===== config.mk =====
export PLATFORM = sky130hd
export DESIGN_NAME = uart_rx
export DESIGN_NICKNAME = d
export VERILOG_FILES = /design/src/rtl/uart_rx.sv
export SDC_FILE = /design/constraint.sdc
export NUM_CORES = 1
export LEC_CHECK = 0
export ABC_AREA = 0
export CORE_MARGIN = 4
export CORE_UTILIZATION = 45
export CTS_CLUSTER_DIAMETER = 100
export DETAILED_ROUTE_END_ITERATION = 6
export PLACE_DENSITY = 0.76
export RECOVER_POWER = 50
export REMOVE_ABC_BUFFERS = 1
export SETUP_SLACK_MARGIN = 0.3
export SLEW_MARGIN = 20
export SYNTH_ARGS = -nofsm -noshare
export SYNTH_HDL_FRONTEND = slang
export SYNTH_SLANG_ARGS = --single-unit

===== constraint.sdc =====
create_clock -name CLK -period 2.9 [get_ports CLK]
set_input_delay 0.435 -clock CLK [delete_from_list [all_inputs] [get_ports CLK]]
set_output_delay 0.435 -clock CLK [all_outputs]
set_load 0.02 [all_outputs]

===== src/rtl/uart_rx.sv =====
// -----------------------------------------------------------------------------
// uart_rx
//   Oversampling UART receiver. Recovers frames of
//   start(0) + data_width data bits (LSB first) + optional parity + stop(1)
//   from RX_IN. CLK runs at OVERSAMPLE x the bit rate. Each bit is taken as
//   the majority of three samples around mid-bit.
//
//   Optional build macro:
//     UART_RX_SYNC_EN  RX_IN passes a 2-flop synchronizer (reset to 1) before
//                      edge detection and voting. All RX timing shifts by +2 CLK.
//                      When undefined, RX_IN must already be synchronous to CLK.
//
// Parameters
//   data_width  data bits per frame
//   OVERSAMPLE  CLK cycles per bit (power of two, >= 8)
//
// Ports
//   CLK         oversampling clock
//   RST         asynchronous reset, active-low
//   RX_IN       serial line, idle high
//   PAR_EN      1 = frame carries a parity bit (latched at frame start)
//   PAR_Type    0 = even, 1 = odd (latched at frame start)
//   P_Data      last cleanly received word
//   Data_Valid  1-cycle pulse: P_Data updated, frame clean
//   PAR_Err     1-cycle pulse: parity mismatch
//   STP_Err     1-cycle pulse: stop bit sampled 0
//   BUSY        high while the FSM is not idle
// -----------------------------------------------------------------------------
`timescale 1ns/1ps

module uart_rx #(
  parameter int data_width = 8,
  parameter int OVERSAMPLE = 8
) (
  input  logic                  CLK,
  input  logic                  RST,
  input  logic                  RX_IN,
  input  logic                  PAR_EN,
  input  logic                  PAR_Type,
  output logic [data_width-1:0] P_Data,
  output logic                  Data_Valid,
  output logic                  PAR_Err,
  output logic                  STP_Err,
  output logic                  BUSY
);

  localparam int EW = $clog2(OVERSAMPLE);
  localparam int BW = $clog2(data_width + 1);

  // Sample points straddle mid-bit; the vote is consumed one cycle after the
  // last sample, once all three samples are registered.
  localparam logic [EW-1:0] C_SAMP0   = EW'(OVERSAMPLE / 2 - 1);
  localparam logic [EW-1:0] C_SAMP1   = EW'(OVERSAMPLE / 2);
  localparam logic [EW-1:0] C_SAMP2   = EW'(OVERSAMPLE / 2 + 1);
  localparam logic [EW-1:0] C_EVAL    = EW'(OVERSAMPLE / 2 + 2);
  localparam logic [EW-1:0] C_LAST    = EW'(OVERSAMPLE - 1);
  localparam logic [BW-1:0] C_LASTBIT = BW'(data_width - 1);

  typedef enum logic [2:0] {
    S_IDLE,
    S_START,
    S_DATA,
    S_PARITY,
    S_STOP
  } state_t;

  state_t                r_state;
  logic [EW-1:0]         r_edge;
  logic [BW-1:0]         r_bit;
  logic [2:0]            r_samp;
  logic [data_width-1:0] r_shift;
  logic                  r_par_en;
  logic                  r_par_type;
  logic                  r_par_bad;
  logic                  w_rx;
  logic                  w_vote;

  function automatic logic f_vote(input logic [2:0] s);
    return (s[0] & s[1]) | (s[0] & s[2]) | (s[1] & s[2]);
  endfunction

`ifdef UART_RX_SYNC_EN
  logic r_sync1;
  logic r_sync2;

  // Reset to the idle level so a reset never looks like a start edge.
  always_ff @(posedge CLK or negedge RST) begin
    if (!RST) begin
      r_sync1 <= 1'b1;
      r_sync2 <= 1'b1;
    end else begin
      r_sync1 <= RX_IN;
      r_sync2 <= r_sync1;
    end
  end

  assign w_rx = r_sync2;
`else
  assign w_rx = RX_IN;
`endif

  assign w_vote = f_vote(r_samp);

  // Mid-bit samples; values captured while idle are overwritten before use.
  always_ff @(posedge CLK) begin
    if (r_edge == C_SAMP0) r_samp[0] <= w_rx;
    if (r_edge == C_SAMP1) r_samp[1] <= w_rx;
    if (r_edge == C_SAMP2) r_samp[2] <= w_rx;
  end

  // Line order is LSB first, so shifting in at the MSB leaves bit 0 at the
  // bottom after the last data bit.
  always_ff @(posedge CLK) begin
    if (r_state == S_DATA && r_edge == C_LAST)
      r_shift <= {w_vote, r_shift[data_width-1:1]};
  end

  always_ff @(posedge CLK or negedge RST) begin
    if (!RST) begin
      r_state    <= S_IDLE;
      r_edge     <= '0;
      r_bit      <= '0;
      r_par_en   <= 1'b0;
      r_par_type <= 1'b0;
      r_par_bad  <= 1'b0;
      P_Data     <= '0;
      Data_Valid <= 1'b0;
      PAR_Err    <= 1'b0;
      STP_Err    <= 1'b0;
      BUSY       <= 1'b0;
    end else begin
      Data_Valid <= 1'b0;
      PAR_Err    <= 1'b0;
      STP_Err    <= 1'b0;

      case (r_state)
        S_IDLE: begin
          if (!w_rx) begin
            r_state    <= S_START;
            r_edge     <= '0;
            r_bit      <= '0;
            r_par_en   <= PAR_EN;
            r_par_type <= PAR_Type;
            r_par_bad  <= 1'b0;
            BUSY       <= 1'b1;
          end
        end

        S_START: begin
          // A start bit that votes high at mid-bit was only a glitch.
          if (r_edge == C_EVAL && w_vote) begin
            r_state <= S_IDLE;
            BUSY    <= 1'b0;
          end else if (r_edge == C_LAST) begin
            r_edge  <= '0;
            r_state <= S_DATA;
          end else begin
            r_edge <= r_edge + 1'b1;
          end
        end

        S_DATA: begin
          if (r_edge == C_LAST) begin
            r_edge <= '0;
            if (r_bit == C_LASTBIT) begin
              r_bit   <= '0;
              r_state <= r_par_en ? S_PARITY : S_STOP;
            end else begin
              r_bit <= r_bit + 1'b1;
            end
          end else begin
            r_edge <= r_edge + 1'b1;
          end
        end

        S_PARITY: begin
          if (r_edge == C_LAST) begin
            r_edge    <= '0;
            r_state   <= S_STOP;
            r_par_bad <= (w_vote != ((^r_shift) ^ r_par_type));
          end else begin
            r_edge <= r_edge + 1'b1;
          end
        end

        S_STOP: begin
          // Finish half a bit early so a back-to-back start edge at the end
          // of the stop bit is seen from IDLE with no gap.
          if (r_edge == C_EVAL) begin
            r_state <= S_IDLE;
            r_edge  <= '0;
            BUSY    <= 1'b0;
            if (!w_vote)  STP_Err <= 1'b1;
            if (r_par_bad) PAR_Err <= 1'b1;
            if (w_vote && !r_par_bad) begin
              Data_Valid <= 1'b1;
              P_Data     <= r_shift;
            end
          end else begin
            r_edge <= r_edge + 1'b1;
          end
        end

        default: begin
          r_state <= S_IDLE;
          r_edge  <= '0;
          BUSY    <= 1'b0;
        end
      endcase
    end
  end

endmodule


* Word level (Yosys, flattened, before mapping)
Cells that the tools add are included.
Operators by class: add/subtract/negate cells 2, equal/unequal tests 19, mux-type cells 34, bitwise gates (word level) 8, reduce and logical (&&, ||, !) cells 16
Operators by type and width (count):
- 3-bit two-way mux | 12
- 3-bit == test, second input constant | 5
- 3-bit one-hot mux with 5 select lines | 1
- 1-bit two-way mux | 14
- 4-bit two-way mux | 3
- 3-bit one-hot mux with 4 select lines | 1
- 2-bit inequality test, second input constant | 5
- 3-bit by 2-bit == test with 1-bit output, second input constant | 3
- 3-bit AND reduction | 3
- 4-bit one-hot mux with 2 select lines | 1
- 8-bit parity | 1
- 6-bit AND reduction | 1
- 4-bit by 1-bit adder with 4-bit output, second input constant | 1
- 4-bit by 3-bit == test with 1-bit output, second input constant | 1
- 2-bit by 1-bit inequality test with 1-bit output, second input constant | 2
- 1-bit one-hot mux with 4 select lines | 1
- 2-bit AND reduction | 2
- 4-bit AND reduction | 1
- 2-bit nonzero test | 2
- 3-bit by 1-bit adder with 3-bit output, second input constant | 1
- 1-bit AND | 3
- 3-bit by 1-bit == test with 1-bit output, second input constant | 1
- 1-bit logical AND | 3
- 3-bit logical NOT | 1
- 8 further kinds | 10
Storage, ports and cells: flip-flop bits (word level) 36, input bits 5, output and inout port bits 12, word-level logic and storage cells 94

* Depth between registers and ports, before layout
word-level depth 7, mapped depth 6, gate-level depth less buffers 6

* Worst setup path before layout
No wires, ideal clock.
kind reg2reg, start reg r_edge[0], end reg P_Data[0], setup time 0.125 ns, arrival 1.656 ns, data required time 2.775 ns, setup slack 1.119 ns, cell stages (with the launch flop) 7, buffers on the path 1, clock period less this slack 1.781 ns, cell sequence dfrtp_1 -> inv_1 -> ha_1 -> nand3_1 -> or3_1 -> buf_6 -> mux2_4
Between the ends: longest elaborated chain between the ends 2
RTL lines:
- start: declaration | line 68 | logic [EW-1:0] r_edge;
- start signal: assignment | line 158 | r_edge <= r_edge + 1'b1;
- start signal: assignment | line 172 | r_edge <= r_edge + 1'b1;
- start signal: assignment | line 182 | r_edge <= r_edge + 1'b1;
- 3-bit == test | line 189 | if (r_edge == C_EVAL) begin
- 3-bit AND reduction (no line)
- end signal: assignment | line 197 | P_Data <= r_shift;
- end: declaration | line 40 | output logic [data_width-1:0] P_Data,
Every way passes these cells. A chain may end at the register's enable or synchronous reset.

* Worst setup path after layout
start reg r_state[1], end reg P_Data[6]
Between the ends: longest elaborated chain between the ends 2
RTL lines:
- start: declaration | line 67 | state_t r_state;
- start signal: assignment | line 167 | r_state <= r_par_en ? S_PARITY : S_STOP;
- 3-bit == test | line 136 | case (r_state)
- 3-bit AND reduction (no line)
Every way passes these cells.

==> out/summary.json <==
{
  "drt": {
    "post-route-drc-count": 0,
    "residual_antenna_violating_net_count_after_detailed_routing": 0,
    "number_of_vias_in_the_routed_layout": 1137,
    "drt-pass1-iter-count": 4,
    "drtIter0Drc": 63,
    "post_drt_via_cell_ratio": 5.363,
    "routed_wire_length_per_instance_um": 14.76,
    "wirelength_mm": 3.129
  },
  "synth": {
    "synth.yosys.seq_area_share_pct": 54.45,
    "synth_top_area_share_pct": 35.64,
    "asyncSetResetFlopFracSynth_pct": 69.44,
    "ys_warns": 0,
    "count_of_flip_flops_with_a_built_in_enable_after_synthesis": 11,
    "postSynthRegisterBits": 36,
    "netlist_instances": 144,
    "post_synth_instance_area_um2": 1755,
    "synth_area_leader_cell": "sky130_fd_sc_hd__dfrtp_1",
    "ys.flop_type": "sky130_fd_sc_hd__dfrtp_1",
    "post_synth.cell_area_avg_um2": 12.19,
    "synthMostInstantiatedCell": "sky130_fd_sc_hd__dfrtp_1",
    "yosys-top-cells-count": "25 x sky130_fd_sc_hd__dfrtp_1, 11 x sky130_fd_sc_hd__edfxtp_1, 9 x sky130_fd_sc_hd__nor2_1, 9 x sky130_fd_sc_hd__o21ai_0, 8 x sky130_fd_sc_hd__mux2_4",
    "synth.lib_cells_used.distinct": 42,
    "synthTopCellsByArea": "sky130_fd_sc_hd__dfrtp_1 36%, sky130_fd_sc_hd__edfxtp_1 19%, sky130_fd_sc_hd__mux2_4 6.8%"
  },
  "min_path": {
    "hold_path.class": "flop to flop",
    "min_from": "BUSY",
    "destination_of_the_worst_hold_path": "BUSY",
    "whs_path_depth": 1
  },
  "clocking": {
    "clock_tree.buffer_depth": 2,
    "clkSlewWorstSetupHoldPaths_ns": 0.07,
    "cts_root_buffer": "sky130_fd_sc_hd__clkbuf_8",
    "clock_latency_at_the_later_pin_of_the_worst_skew_pair_ns": 0.29,
    "cts_num_sinks": 36,
    "cts.hold.buffers_added": 0,
    "count_of_instances_resized_after_the_clock_tree_is_built": 0,
    "clock_tree_from_tritoncts": "built",
    "cts_buffers": 5,
    "clock_tree.htree_level_count": 2,
    "post_cts_buffers": 0
  },
  "setup_path": {
    "setup.reg_to_reg.worst_slack_ns": 0.78,
    "setup.worst_path.class": "flop to flop",
    "worstReg2RegStart": "r_state[1]",
    "worst-r2r-cell-count": 3,
    "worst_ep_required_time_ns": 3.08,
    "critPathCaptureType": "flop",
    "worstPathMaxFanout": 18,
    "start_kind": "flop",
    "crit-reg2reg-capture": "P_Data[6]",
    "worst_ep_arrival_time_ns": 2.29
  },
  "layout": {
    "seqCellArea_um2": 955.9,
    "final_layout_size_suffix_gt1_share_pct": 13.41,
    "util_after_layout_pct": 54.92,
    "final.fill_count": 340,
    "nNetsFinal": 175,
    "antenna_cells": 0,
    "layoutNonFillerInstCount": 212,
    "area_growth_pct": 16.25,
    "multi_input_area_um2": 747.0,
    "post-route-cell-area_um2": 2041
  },
  "timing": {
    "final-setup-viol-count": 0,
    "timing.slew.headroom_pct": 9.570,
    "final_min_period_over_clock_period_pct": 72.98,
    "timing.final.hold_violations": 0,
    "clock.fmax_ghz": 0.4725,
    "timing.clock.skew_ns": 0.01118,
    "layout_min_cycle_time_ns": 2.116,
    "finalSetupTns_ns": 0,
    "timing_max_transition_violations_final": 0,
    "worst-slew-pin-transition_ns": 1.356,
    "grt_setup_unrepaired": "no"
  },
  "placed_design": {
    "buffer_ports.inserted": 16,
    "gpl.final_weighted_congestion": 0.8464,
    "placed_cells_incl_taps": 204,
    "place_hpwl_mm": 2.244,
    "dpl-instance-area_um2": 1957
  },
  "global_route": {
    "grt_remaining_overflow": 0,
    "grt_pass1_wl_mm": 5.506,
    "antenna_violations_before_repair": 0,
    "grt_start_max_net_pins": 26,
    "grt_pass1_vias": 1155,
    "grt_util_all_layers_pct": 14.27
  },
  "flow_run": {
    "drv_cap": 0
  },
  "power_and_ir_drop": {
    "p_sw_mw": 0.5791,
    "sequentialPowerShare_pct": 47.0,
    "combinational_cell_fraction_of_total_power_pct": 31.9,
    "power-per-cell-area_nw_per_um2": 818.1,
    "worst_ir_drop_vdd_uv": 413.2,
    "finalPower_mw": 1.669,
    "cellLeakagePower_nw": 0.8936,
    "total_internal_power_mw": 1.090,
    "power.clock.fraction_pct": 21.1,
    "netSwitchingFraction_pct": 34.69
  },
  "floorplanning": {
    "dieArea_um2": 4964,
    "top_level_ports": 17,
    "initial_cell_density_of_the_core_pct": 47.24,
    "design.core.area_um2": 3716,
    "die_w_um": 70.46,
    "fp.dieH_um": 70.46,
    "core.rowCount": 22
  },
  "outcome": {
    "run_status": "complete, no violations"
  }
}
placed cells by master (no fill, tap or decap), types with 2 or more instances in the layout:
master	n
sky130_fd_sc_hd__nand3_1	5
sky130_fd_sc_hd__a21o_1	2
sky130_fd_sc_hd__and3_1	2
sky130_fd_sc_hd__and2_0	2
sky130_fd_sc_hd__o21ai_0	9
sky130_fd_sc_hd__o2bb2ai_1	2
sky130_fd_sc_hd__and2_1	2
sky130_fd_sc_hd__xnor2_1	6
sky130_fd_sc_hd__edfxtp_1	11
sky130_fd_sc_hd__nor2b_1	2
sky130_fd_sc_hd__dfrtp_1	25
sky130_fd_sc_hd__mux2_4	8
sky130_fd_sc_hd__dlygate4sd3_1	2
sky130_fd_sc_hd__nand2_1	5
sky130_fd_sc_hd__clkbuf_8	5
sky130_fd_sc_hd__clkdlybuf4s50_1	14
sky130_fd_sc_hd__a21oi_1	4
sky130_fd_sc_hd__nor2_1	9
sky130_fd_sc_hd__mux2_2	3
sky130_fd_sc_hd__inv_1	7
sky130_fd_sc_hd__or3_1	2
sky130_fd_sc_hd__a31oi_1	2
sky130_fd_sc_hd__nand3b_1	2
sky130_fd_sc_hd__nor3_1	3
sky130_fd_sc_hd__ha_1	7
sky130_fd_sc_hd__clkinv_2	2
cells by family (layout without fill, tap and decap cells):
group | count (synthesis) | after routing | share of synthesized area, %
simple gates | 41 | 41 | 12.97
compound gates | 27 | 27 | 9.908
flops | 36 | 36 | 54.45
mux | 12 | 12 | 9.337
fa+ha+maj | 8 | 8 | 5.559
buf+inv | 12 | 32 | 2.994
xor+xnor | 8 | 8 | 4.775
stage by stage:
stage / hold slack (ns) / worst slack (ns)
after global routing: 0.5190 / 0.6263
final: 0.4928 / 0.7836
after floorplan: 0.1394 / 1.000
after global placement: 0.4856 / 0.7545
after detailed placement: 0.4715 / 0.6580
after CTS: 0.4995 / 0.8058
routing by layer:
metal,wire length [µm],GRT usage [%],up-vias
met2,1508,22.35,34
met3,213,5.899,5
met4,33,5.319,0
met5,0,0,-
met1,1374,17.54,543
li1,-,-,555
area by class of cell:
cell class	instances	share of cell area (%)
flip-flops and latches	36	46.84
inverters	7	1.288
clock buffers	5	3.372
repair buffers	17	8.032
multi-input cells	96	36.60
clock inverters	3	0.9197
well taps	48	2.943
power groups by stage:
stage,clock [mW],sequential (mW),combinational (mW)
2_1_floorplan,0,0.768,0.413
3_3_place_gp,0,0.784,0.514
3_5_place_dp,0,0.794,0.537
4_1_cts,0.363,0.783,0.540
5_1_grt,0.395,0.804,0.605
6_report,0.353,0.784,0.533
critical path, cell delays in order, from the launching register on:
cell	delay, ns
sky130_fd_sc_hd__dfrtp_1	0.57
sky130_fd_sc_hd__or3b_4	0.49
sky130_fd_sc_hd__or3_1	0.55
sky130_fd_sc_hd__mux2_4	0.38
flip-flops by register name, indices dropped and copies added, names as in the netlist:
signal      cells
BUSY            1
Data_Valid      1
PAR_Err         1
P_Data          8
STP_Err         1
r_bit           4
r_edge          3
r_par_bad       1
r_par_en        1
r_par_type      1
r_samp          3
r_shift         8
r_state         3
how the worst max path moves through the flow:
stage,from,endpoint,slack [ns],cells after the start
after global routing,r_edge[0],P_Data[6],0.63,5
after floorplan,r_state[1],P_Data[0],1.00,3
after detailed placement,RX_IN,r_state[2],0.66,5
final,r_state[1],P_Data[6],0.78,3
after CTS,r_state[1],P_Data[6],0.81,3
after global placement,RX_IN,r_state[2],0.75,5
(Power assumes the default switching activity.)
